**src/rtl/uart.sv**
```systemverilog
// Full-duplex UART: parallel-load transmitter and oversampling-free receiver,
// both paced by a fixed FREQUENCY/BAUDRATE clock divider.
module uart #(
    parameter int WORD_LENGHT = 8,
    parameter int FREQUENCY   = 10,
    parameter int BAUDRATE    = 1
) (
    input  logic                   clk,
    input  logic                   rst,
    input  logic                   Rx_in,
    input  logic [WORD_LENGHT-1:0] Tx_in,
    input  logic                   send,
    output logic                   Tx_out,
    output logic                   Tx_ready,
    output logic [WORD_LENGHT-1:0] Rx_out,
    output logic                   Rx_valid,
    output logic                   Rx_error
);

    localparam int DIV  = FREQUENCY / BAUDRATE;
    localparam int HALF = DIV / 2;
    localparam int CW   = $clog2(DIV);
    localparam int BW   = (WORD_LENGHT > 1) ? $clog2(WORD_LENGHT) : 1;

    localparam logic [CW-1:0] DIV_LAST  = CW'(DIV - 1);
    localparam logic [CW-1:0] HALF_LAST = CW'(HALF - 1);
    localparam logic [BW-1:0] BIT_LAST  = BW'(WORD_LENGHT - 1);

    typedef enum logic [1:0] {IDLE, START, DATA, STOP} state_t;

    // ---------------- transmitter ----------------
    state_t                 tx_state;
    logic [CW-1:0]          tx_cnt;
    logic [BW-1:0]          tx_bit;
    logic [WORD_LENGHT-1:0] tx_shreg;

    // NOTE: all state uses non-blocking assignments so every register in this
    // block updates from the same pre-edge values, whatever the statement order.
    always_ff @(posedge clk) begin
        if (rst) begin
            tx_state <= IDLE;
            tx_cnt   <= '0;
            tx_bit   <= '0;
            tx_shreg <= '0;
            Tx_out   <= 1'b1;
            Tx_ready <= 1'b1;
        end else begin
            case (tx_state)
                IDLE: begin
                    if (send) begin
                        tx_shreg <= Tx_in;
                        tx_cnt   <= '0;
                        tx_bit   <= '0;
                        Tx_out   <= 1'b0;
                        Tx_ready <= 1'b0;
                        tx_state <= START;
                    end
                end
                START: begin
                    if (tx_cnt == DIV_LAST) begin
                        tx_cnt   <= '0;
                        Tx_out   <= tx_shreg[0];
                        tx_shreg <= tx_shreg >> 1;
                        tx_state <= DATA;
                    end else begin
                        tx_cnt <= tx_cnt + 1'b1;
                    end
                end
                DATA: begin
                    if (tx_cnt == DIV_LAST) begin
                        tx_cnt <= '0;
                        if (tx_bit == BIT_LAST) begin
                            Tx_out   <= 1'b1;
                            tx_state <= STOP;
                        end else begin
                            tx_bit   <= tx_bit + 1'b1;
                            Tx_out   <= tx_shreg[0];
                            tx_shreg <= tx_shreg >> 1;
                        end
                    end else begin
                        tx_cnt <= tx_cnt + 1'b1;
                    end
                end
                STOP: begin
                    // Ready rises here, so a held send restarts on the very next edge.
                    if (tx_cnt == DIV_LAST) begin
                        tx_cnt   <= '0;
                        Tx_ready <= 1'b1;
                        tx_state <= IDLE;
                    end else begin
                        tx_cnt <= tx_cnt + 1'b1;
                    end
                end
                default: tx_state <= IDLE;
            endcase
        end
    end

    // ---------------- receiver ----------------
    logic [1:0]             rx_sync;
    logic                   rx_s;
    state_t                 rx_state;
    logic [CW-1:0]          rx_cnt;
    logic [BW-1:0]          rx_bit;
    logic [WORD_LENGHT-1:0] rx_shreg;
    logic [WORD_LENGHT-1:0] rx_next;
    logic                   rx_wait_high;

    // Two-flop synchroniser; resets to the idle-high line level.
    always_ff @(posedge clk) begin
        if (rst) rx_sync <= 2'b11;
        else     rx_sync <= {rx_sync[0], Rx_in};
    end

    assign rx_s = rx_sync[1];

    // NOTE: rx_next is assigned a full default first so the block stays
    // combinational instead of inferring a latch.
    always_comb begin
        rx_next                = rx_shreg >> 1;
        rx_next[WORD_LENGHT-1] = rx_s;
    end

    always_ff @(posedge clk) begin
        if (rst) begin
            rx_state     <= IDLE;
            rx_cnt       <= '0;
            rx_bit       <= '0;
            rx_shreg     <= '0;
            rx_wait_high <= 1'b0;
            Rx_out       <= '0;
            Rx_valid     <= 1'b0;
            Rx_error     <= 1'b0;
        end else begin
            Rx_valid <= 1'b0;
            Rx_error <= 1'b0;
            case (rx_state)
                IDLE: begin
                    // After a framing error, a break line must go high before re-arming.
                    if (rx_wait_high) begin
                        if (rx_s) rx_wait_high <= 1'b0;
                    end else if (!rx_s) begin
                        rx_cnt   <= '0;
                        rx_state <= START;
                    end
                end
                START: begin
                    if (rx_cnt == HALF_LAST) begin
                        rx_cnt   <= '0;
                        rx_bit   <= '0;
                        rx_state <= rx_s ? IDLE : DATA;
                    end else begin
                        rx_cnt <= rx_cnt + 1'b1;
                    end
                end
                DATA: begin
                    if (rx_cnt == DIV_LAST) begin
                        rx_cnt   <= '0;
                        rx_shreg <= rx_next;
                        if (rx_bit == BIT_LAST) rx_state <= STOP;
                        else                    rx_bit   <= rx_bit + 1'b1;
                    end else begin
                        rx_cnt <= rx_cnt + 1'b1;
                    end
                end
                STOP: begin
                    if (rx_cnt == DIV_LAST) begin
                        rx_cnt   <= '0;
                        rx_state <= IDLE;
                        if (rx_s) begin
                            Rx_out   <= rx_shreg;
                            Rx_valid <= 1'b1;
                        end else begin
                            Rx_error     <= 1'b1;
                            rx_wait_high <= 1'b1;
                        end
                    end else begin
                        rx_cnt <= rx_cnt + 1'b1;
                    end
                end
                default: rx_state <= IDLE;
            endcase
        end
    end

endmodule

```
**config.mk**
```make
export PLATFORM = sky130hd
export DESIGN_NAME = uart
export DESIGN_NICKNAME = d
export VERILOG_FILES = /design/src/rtl/uart.sv
export SDC_FILE = /design/constraint.sdc
export NUM_CORES = 1
export LEC_CHECK = 0
export ABC_AREA = 1
export BUFFER_PORTS_ARGS = -buffer_cell sky130_fd_sc_hd__buf_2
export CORE_ASPECT_RATIO = 0.5
export CORE_MARGIN = 2
export CORE_UTILIZATION = 40
export CTS_CLUSTER_DIAMETER = 80
export DETAILED_ROUTE_END_ITERATION = 16
export MAX_ROUTING_LAYER = met4
export PLACE_DENSITY = 0.55
export SYNTH_ARGS = -nofsm -noshare
export SYNTH_HDL_FRONTEND = slang
export SYNTH_SLANG_ARGS = --single-unit
export TNS_END_PERCENT = 30
```
**constraint.sdc**
```tcl
create_clock -name clk -period 2.5 [get_ports clk]
set_input_delay 0.25 -clock clk [delete_from_list [all_inputs] [get_ports clk]]
set_output_delay 0.25 -clock clk [all_outputs]
set_load 0.02 [all_outputs]
```
== Word level (Yosys, flattened, before mapping) ==
Index checks and enable logic that the tools add are counted.

* Bits in registers: 49
* Bits in latches: 0
* RAM bits: 0
* ROM bits: 0
* Output and inout bits: 12
* Word-level logic and storage cells: 115
* Memories kept: 0

* Add/sub/neg operators: 4
* $mul: 0
* Div/mod/pow operators: 0
* $lt $le $gt $ge: 0
* Equality and inequality tests: 25
* Shift-type cells: 0
* Multiplexer cells: 48
* Bitwise logic cells: 2
* Reductions and logical operators: 21

{| class="wikitable"
|+ Operators with widths
! operator !! count
|-
| $mux W8 || 4
|-
| $ne A2 B2 Y1 const B || 14
|-
| $mux W2 || 12
|-
| $mux W4 || 6
|-
| $pmux W8 S3 || 1
|-
| $mux W3 || 6
|-
| $pmux W2 S4 || 2
|-
| $pmux W3 S2 || 2
|-
| $pmux W4 S3 || 1
|-
| $reduce_and A4 Y1 || 3
|-
| $mux W1 || 10
|-
| $reduce_and A5 Y1 || 2
|-
| $reduce_and A3 Y1 || 3
|-
| $add A4 B1 Y4 const B || 2
|-
| $eq A2 B2 Y1 const B || 4
|-
| $eq A4 B4 Y1 const B || 2
|-
| $pmux W4 S2 || 1
|-
| $reduce_bool A2 Y1 || 4
|-
| $add A3 B1 Y3 const B || 2
|-
| $eq A3 B3 Y1 const B || 2
|-
| $reduce_and A6 Y1 || 1
|-
| $reduce_or A3 Y1 || 2
|-
| $eq A2 B1 Y1 const B || 2
|-
| $eq A4 B3 Y1 const B || 1
|-
| other kinds (7) || 11
|}

== Depth between registers and ports, before layout ==
Gate-level depths: netlist (run 1).

* Word-level depth: 4
* Mapped depth: 10
* Gate-level depth less buffers: 10

== Worst setup path after synthesis (run 1) ==
No wires, ideal clock.

* Path kind: register to register
* Start point: register tx_state[0]
* End point: register tx_shreg[0]
* Library setup time: 113 ps
* Data arrival time: 1,429 ps
* Data required time: 2,387 ps
* Setup slack: 958 ps
* Stages on the path, launching flop included: 9
* Path buffers: 1
* Period minus slack after synthesis: 1,542 ps
* Cell sequence: dfxtp_1 > inv_1 > ha_1 > or2_1 > nand2_2 > nand4_4 > buf_6 > nor2_1 > nor2_1

* Word-level cells in the longest chain between the ends: 3

{| class="wikitable"
|+ RTL lines
! item !! RTL line !! text
|-
| start, declared || 32 || <nowiki>state_t tx_state;</nowiki>
|-
| start signal, assigned || 41 || <nowiki>tx_state <= IDLE;</nowiki>
|-
| start signal, assigned || 56 || <nowiki>tx_state <= START;</nowiki>
|-
| start signal, assigned || 64 || <nowiki>tx_state <= DATA;</nowiki>
|-
| $eq A2 B2 Y1, or another cell as far along || 48 || <nowiki>case (tx_state)</nowiki>
|-
| $ne A2 B2 Y1 (no line) / $reduce_bool A3 Y1 (equally long branches) || - ||
|-
| $reduce_and A5 Y1 (no line) || - ||
|-
| end signal, assigned || 51 || <nowiki>tx_shreg <= Tx_in;</nowiki>
|-
| end signal, assigned || 63 || <nowiki>tx_shreg <= tx_shreg >> 1;</nowiki>
|-
| end signal, assigned || 78 || <nowiki>tx_shreg <= tx_shreg >> 1;</nowiki>
|-
| end, declared || 35 || <nowiki>logic [WORD_LENGHT-1:0] tx_shreg;</nowiki>
|}

Parallel ways exist; a longest one is shown, timed or not.
A chain may end at the register's enable or synchronous reset.

== Worst setup path after layout (run 1) ==
* Start point: register tx_state[0]
* End point: register tx_state[0]

* Word-level cells in the longest chain between the ends: 3

{| class="wikitable"
|+ RTL lines
! item !! RTL line
|-
| $eq A2 B2 Y1, or another cell as far along || 48
|-
| $ne A2 B2 Y1 (no line) || -
|-
| $reduce_and A5 Y1 (no line) || -
|}

Parallel ways exist; a longest one is shown, timed or not.

==> results of run 1 <==
## worst min path at each step
stage	startpoint	end	slack [ns]
5_1_grt	Rx_in	rx_sync[0]	0.14
2_1_floorplan	Rx_in	rx_sync[0]	0.35
6_report	Rx_in	rx_sync[0]	0.14
3_5_place_dp	rx_sync[0]	rx_sync[1]	0.40
4_1_cts	Rx_in	rx_sync[0]	0.13
3_3_place_gp	rx_sync[0]	rx_sync[1]	0.39
## state kept, by name, summed over array words and instances, names as in the netlist, named ones only
| register | flops |
|---|---|
| Rx_error | 1 |
| Rx_out | 8 |
| rx_bit | 3 |
| tx_state | 2 |
| rx_sync | 2 |
| Tx_ready | 1 |
| Tx_out | 1 |
| tx_bit | 3 |
| Rx_valid | 1 |
| tx_shreg | 8 |
| tx_cnt | 4 |
| rx_shreg | 8 |
| rx_cnt | 4 |
| rx_state | 1 |
| rx_wait_high | 1 |
## worst max-delay path: cells and delay by family, from the launching register on
| kind | cells | cell delay, ns |
|---|---|---|
| adders and majority gates | 1 | 0.30 |
| buffers and inverters | 1 | 0.10 |
| DFF | 1 | 0.38 |
| and+or+nand+nor | 7 | 0.87 |
## layer usage
metal	part of all wire	wire length (um)
met5	0	0
met4	0.0089	40
met3	0.049	219
met2	0.45	2020
met1	0.49	2200
## placed cells by master, fill, tap and decap left out, types with 3 or more instances in the layout
master / n
a21oi_1: 8
buf_2: 23
clkbuf_16: 5
dfxtp_1: 49
ha_1: 14
inv_1: 38
inv_2: 6
nand2_1: 69
nand3_1: 13
nor2_1: 80
o211ai_1: 3
o21ai_0: 28
or2_2: 3
xor2_1: 4
## power by group
group          switching [uW]  internal [uW]  leakage (uW)
combinational             496            261      0.000879
clock                     290            371     0.0000631
sequential               62.1            890      0.000399
total                     848           1520       0.00134
## stage by stage
stage | utilization | worst slack (ns) | total power [uW]
2_1_floorplan | - | 0.958 | 1600
3_3_place_gp | 0.454 | 0.880 | 1710
3_5_place_dp | 0.454 | 0.810 | 1730
4_1_cts | 0.480 | 0.768 | 2410
5_1_grt | 0.480 | 0.581 | 2590
6_report | 0.480 | 0.758 | 2370
## logic make-up (layout without fill, tap and decap cells)
group	after synthesis	after routing
AND/OR/NAND/NOR	175	175
adder cells (fa/ha/maj)	14	14
XOR/XNOR	4	4
buffers and inverters	51	77
AO/OA/AOI/OAI	42	42
flip-flops	49	49
## area by class of cell
| cell class | count | area, um^2 | area share |
|---|---|---|---|
| multi-input combinational | 235 | 1170 | 0.438 |
| sequential | 49 | 981 | 0.366 |
| inverter | 45 | 169 | 0.0630 |
| clock buffer | 6 | 129 | 0.0481 |
| timing repair buffer | 24 | 123 | 0.0457 |
| tap | 73 | 91.3 | 0.0341 |
| clock inverter | 2 | 15.0 | 0.00560 |
==> impl_summary.log, run 1 <==
INFO  metric drt-total-wl = 4480 um
INFO  metric r2r_end = tx_state[0]
INFO  metric initialDrtViolationCount = 92
INFO  metric post_synth_inst_count = 335
INFO  metric timing.rr.start = tx_state[0]
INFO  metric grt-busiest-layer = met2
INFO  metric cts_made_buffers = 5
INFO  metric yosys.area_share.simple = 0.315
INFO  metric hold_slack = 0.141 ns
INFO  metric max_freq = 574 MHz
INFO  metric routed_wire_length_per_instance = 10.3 um
INFO  metric area.growth.synth_to_final = 13.4%
INFO  metric die_width = 113 um
INFO  metric synth_seq_area_share = 0.415
INFO  metric grt_usage = 0.158
INFO  metric antenna_found_initial = 0
INFO  metric globalRouteMet1Util = 0.193
INFO  metric synth-compound-area-share = 0.0926
INFO  metric hold_viol_final = 0
INFO  metric die-height = 58.4 um
INFO  metric cts_tree = built
INFO  metric fillerInstances = 572
INFO  metric mean_number_of_vias_per_cell = 4.61
INFO  metric clk_root_buffer_cell = clkbuf_16
INFO  metric place.port_buffers = 23
INFO  metric synthesis.area_per_instance = 7.06 um^2
INFO  metric number_of_antenna_diodes = 0
INFO  metric cts_post_setup_buffers_inserted = 0
INFO  metric cts_max_level = 2
INFO  metric tightestPinTransition = 0.393 ns
INFO  metric worstSkewPairLatency = 0.29 ns
INFO  metric reg2reg_setup_slack = 0.76 ns
INFO  metric maxSlewViolCount = 0
INFO  metric clk_transition_reported_paths = 0.06 ns
INFO  metric layout_min_cycle_time = 1.74 ns
INFO  metric worst_setup_path_startpoint = tx_state[0]
INFO  metric path_cells = inv_1 > ha_1 > or2_1 > nand2_2 > nand2_1 > nor2_1 > nand2_1 > nand2_1 > nor2_1
INFO  metric post-route-drc-count = 0
INFO  metric cell_repeated_most_along_the_worst_path = nand2_1
INFO  metric yosysTopAreaCell = dfxtp_1
INFO  metric fp.dieArea = 0.00658 mm^2
INFO  metric status = complete, no violations
INFO  metric count_of_flip_flops_with_a_built_in_enable_after_synthesis = 0
INFO  metric synth_top_family_by_area = simple AND/OR/NAND/NOR gates
INFO  metric clock_sinks = 49
INFO  metric cp_max_fo = 8
INFO  metric fin_crit_sh = 0.697
INFO  metric hold_path_depth = 2
INFO  metric postPlaceCellArea = 0.00254 mm^2
INFO  metric io_pins = 24
INFO  metric grt_first_pass_wirelength = 8030 um
INFO  metric initial_core_util = 0.423
INFO  metric cpMaxStageDelayCell = dfxtp_1
INFO  metric final_nets = 386
INFO  metric place.gp.congestion = 0.831
INFO  metric crit_arrival = 1.93 ns
INFO  metric post_cts_repair_resize_count = 0
INFO  metric grt_setup_unrepaired = false
INFO  metric globalRouteOverflowTotal = 0
INFO  metric postSynthRegisterBits = 49
INFO  metric drtAntennaViolNets = 0
INFO  metric yosys-top-cells-count = nor2_1 (80), nand2_1 (69), dfxtp_1 (49)
INFO  metric timing.setup.critical_path_class = flip-flop to flip-flop
INFO  metric skew = 0.00540 ns
INFO  metric yosys.area.top_type_share = 0.415
INFO  metric instances_no_fill = 434
INFO  metric synth_area_leaders = dfxtp_1 (42%), nor2_1 (13%), nand2_1 (11%)
INFO  metric cp-start-kind = flip-flop
INFO  metric maxCapViolCount = 0
INFO  metric yosys.cell_count.top_type = nor2_1
INFO  metric synth.mux.area_fraction = 0
INFO  metric hold_path_class = input pin to flip-flop
INFO  metric synthesis.area = 0.00236 mm^2
INFO  metric number_of_cells_after_detailed_placement = 426
INFO  metric cts_hold_buf = 0
INFO  metric globalRouteMet3Util = 0.0597
INFO  metric postLayoutCellArea = 0.00268 mm^2
INFO  metric floorplan.rows = 19
INFO  metric cts_buffer_depth = 2
INFO  metric drive_gt1_frac = 0.127
INFO  metric grt_max_degree = 37
INFO  metric synth-xor-area-share = 0.0148
INFO  metric detail_route.first_pass.iterations = 4
INFO  metric worst_setup_path_end_kind = flip-flop
INFO  metric power_density = 884 mW/mm^2
INFO  metric dr_total_vias = 2001
INFO  metric placeableCoreArea = 0.00559 mm^2
INFO  metric fraction_of_synthesis_flops_using_an_asynchronous_set_or_reset_pin = 0
INFO  metric tns = 0 ns
INFO  metric worst_ep_required_time = 2.69 ns
INFO  metric timing.critical_path.slowest_cell_delay = 0.38 ns
INFO  metric hpwlAfterDp = 3110 um
INFO  metric worstRegToRegCells = 9
INFO  metric ys_warnings = 0
INFO  metric yosys.area_share.adder = 0.0741
INFO  metric static-leakage-power = 0.00134 uW
INFO  metric finalSetupViolations = 0
INFO  metric post_synth_num_cell_types = 25
INFO  metric synth_top_flop_cell = dfxtp_1
INFO  metric mappedNetlistNets = 361
INFO  metric globalRouteMet2Util = 0.253
INFO  metric vias_in_the_first_global_route = 1797
INFO  metric slew-limit-headroom = 0.737
INFO  metric ir_drop = 0.514 mV
INFO  metric setup.worst_path.end = tx_state[0]
Power figures use the tool's default switching activity.
==> run 2, diff against run 1 <==
- PLACE_DENSITY: 0.55 -> 0.57
- clock period: 2.5 -> 1.4 ns (I/O delays scaled with it)
==> run 2 against run 1 <==
Effect of this change:
- the flow now finishes with violations (negative setup slack)
- clock power increased by 91%
- worst hold slack got worse by 0.11 ns
- final area increased by 20%
- flip-flop and latch count unchanged
- critical path type unchanged
- final cell count increased by 6.0%
- critical endpoint is now tx_state[1]
- sequential power increased by 82%
- via count increased by 7.8%
- maximum frequency increased by 24%
- largest cell class unchanged
- die area unchanged
==> impl_summary.log, run 2 (synthesis results as in run 1) <==
INFO  metric status = complete, but fails checks
INFO  metric failed_checks = negative setup slack
INFO  metric cts_hold_buf = 0
INFO  metric initialDrtViolationCount = 93
INFO  metric initial_core_util = 0.423
INFO  metric critical_path_buf_inv_count = 1
INFO  metric placeableCoreArea = 0.00559 mm^2
INFO  metric path_cells = inv_4 > ha_4 > or2_4 > nand2_8 > nand2_4 > nor2_4 > nand2_1 > nand2_1 > nor2_1
INFO  metric ir_drop = 1.14 mV
INFO  metric postLayoutCellArea = 0.00322 mm^2
INFO  metric hpwlAfterDp = 3340 um
INFO  metric drt-total-wl = 5070 um
INFO  metric cts_made_buffers = 5
INFO  metric drtAntennaViolNets = 0
INFO  metric clk_transition_reported_paths = 0.07 ns
INFO  metric timing.critical_path.slowest_cell_delay = 0.37 ns
INFO  metric slew-limit-headroom = 0.797
INFO  metric floorplan.rows = 19
INFO  metric fp.dieArea = 0.00658 mm^2
INFO  metric max_freq = 712 MHz
INFO  metric hold-path-endpoint = rx_sync[0]
INFO  metric routed_wire_length_per_instance = 11.0 um
INFO  metric area.growth.synth_to_final = 36.2%
INFO  metric worst_min_delay_path_startpoint = Rx_in
INFO  metric hold_viol_final = 0
INFO  metric grt_first_pass_wirelength = 8180 um
INFO  metric fin_crit_sh = 1.00
INFO  metric cts_buffer_depth = 2
INFO  metric antenna_found_initial = 0
INFO  metric worst_setup_path_startpoint = tx_state[0]
INFO  metric layout_common_cells = nor2_1 (73), nand2_1 (59), dfxtp_1 (41)
INFO  metric timing.setup.critical_path_class = flip-flop to flip-flop
INFO  metric maxSlewViolCount = 0
INFO  metric reg_top3 = Rx_out x8, rx_shreg x8, tx_shreg x8
INFO  metric place.gp.congestion = 0.792
INFO  metric dr_total_vias = 2157
INFO  metric postPlaceCellArea = 0.00271 mm^2
INFO  metric timing.rr.start = tx_state[0]
INFO  metric clk_root_buffer_cell = clkbuf_16
INFO  metric cts_tree = built
INFO  metric power_density = 1590 mW/mm^2
INFO  metric tightestPinTransition = 0.304 ns
INFO  metric grt_max_degree = 38
INFO  metric grt_setup_unrepaired = true
INFO  metric maxCapViolCount = 0
INFO  metric mostFrequentLayoutCell = nor2_1
INFO  metric post-route-drc-count = 0
INFO  metric skew = 0.00606 ns
INFO  metric cts_max_level = 2
INFO  metric worstRegToRegCells = 9
INFO  metric worst_setup_path_end_kind = flip-flop
INFO  metric crit_arrival = 1.59 ns
INFO  metric place.port_buffers = 23
INFO  metric cp_max_fo = 4
INFO  metric cell_repeated_most_along_the_worst_path = nand2_1
INFO  metric post-layout-total-power = 5120 uW
INFO  metric fillerInstances = 501
INFO  metric postLayoutSetupSlackWorst = -0.00366 ns
INFO  metric worst_ep_required_time = 1.59 ns
INFO  metric timing.critical_path.max_delay_family = simple AND/OR/NAND/NOR gates
INFO  metric vias_in_the_first_global_route = 1969
INFO  metric layout_min_cycle_time = 1.40 ns
INFO  metric die_width = 113 um
INFO  metric drive_gt1_frac = 0.310
INFO  metric static-leakage-power = 0.00156 uW
INFO  metric clock_sinks = 49
INFO  metric hold_path_class = input pin to flip-flop
INFO  metric detail_route.first_pass.iterations = 4
INFO  metric grt_usage = 0.159
INFO  metric hold_path_depth = 2
INFO  metric cpMaxStageDelayCell = dfxtp_4
INFO  metric number_of_antenna_diodes = 0
INFO  metric worstSkewPairLatency = 0.29 ns
INFO  metric globalRouteOverflowTotal = 0
INFO  metric cp-start-kind = flip-flop
INFO  metric mean_number_of_vias_per_cell = 4.69
INFO  metric final_nets = 412
INFO  metric finalSetupViolations = 1
INFO  metric r2r_end = tx_state[1]
INFO  metric io_pins = 24
INFO  metric reg2reg_setup_slack = -0.004 ns
INFO  metric die-height = 58.4 um
==> run 2: cell types whose count changed in the layout (fill, tap and decap cells not counted), moves of 5 or more <==
cell and delta:
buf_4 +18, ha_1 -8, nand2_4 +5, dfxtp_1 -8, ha_4 +7, dfxtp_2 +6, nor2_1 -7, nand2_1 -10
==> run 2: where the power goes <==
group / total (uW) / internal [uW] / leakage (uW) / switching [uW]
clock network: 1260 / 757 / 0.0000799 / 504
registers: 1730 / 1610 / 0.000403 / 120
logic: 2130 / 946 / 0.00108 / 1180
==> run 2: final cells by class <==
class / instances / area (um^2) / area share
Tap cell: 73 / 91.3 / 0.0284
Clock inverter: 1 / 5.00 / 0.00155
Sequential cell: 49 / 996 / 0.309
Clock buffer: 7 / 153 / 0.0474
Multi-Input combinational cell: 236 / 1440 / 0.446
Inverter: 45 / 176 / 0.0548
Timing Repair Buffer: 49 / 363 / 0.113
==> run 2: stage by stage <==
stage	hold WS (ns)	worst slack [ns]	instances	TNS, ns	util
floorplan	0.244	0.000111	335	0	-
global route	0.0326	-0.104	460	-1.50	0.576
detailed placement	0.326	-0.124	443	-1.28	0.484
global placement	0.321	-0.0583	443	-0.541	0.484
finish	0.0307	-0.00366	460	-0.00366	0.576
CTS	0.0257	-0.0220	456	-0.0875	0.533
==> run 2: worst max-delay path by stage <==
stage	to	slack [ns]	depth (start not counted)
floorplan	tx_shreg[0]	0.0001	8
global placement	tx_state[0]	-0.06	9
detailed placement	tx_state[1]	-0.12	9
CTS	tx_bit[2]	-0.02	10
global route	tx_shreg[5]	-0.10	8
finish	tx_state[1]	-0.004	9
==> run 2: repair_timing <==
action	CTS	global route
cloned	1	0
pin swaps	5	16
setup buffers	4	4
hold endpoints to repair	0	0
resized for setup	16	57
endpoints found under the setup margin	22	42
==> run 2: per-layer routing <==
metal | wire [um] | global-route usage | share of wire
met1 | 2380 | 0.185 | 0.47
met2 | 2480 | 0.275 | 0.49
met3 | 192 | 0.0433 | 0.038
met4 | 17 | 0.0436 | 0.0034
met5 | 0 | - | 0
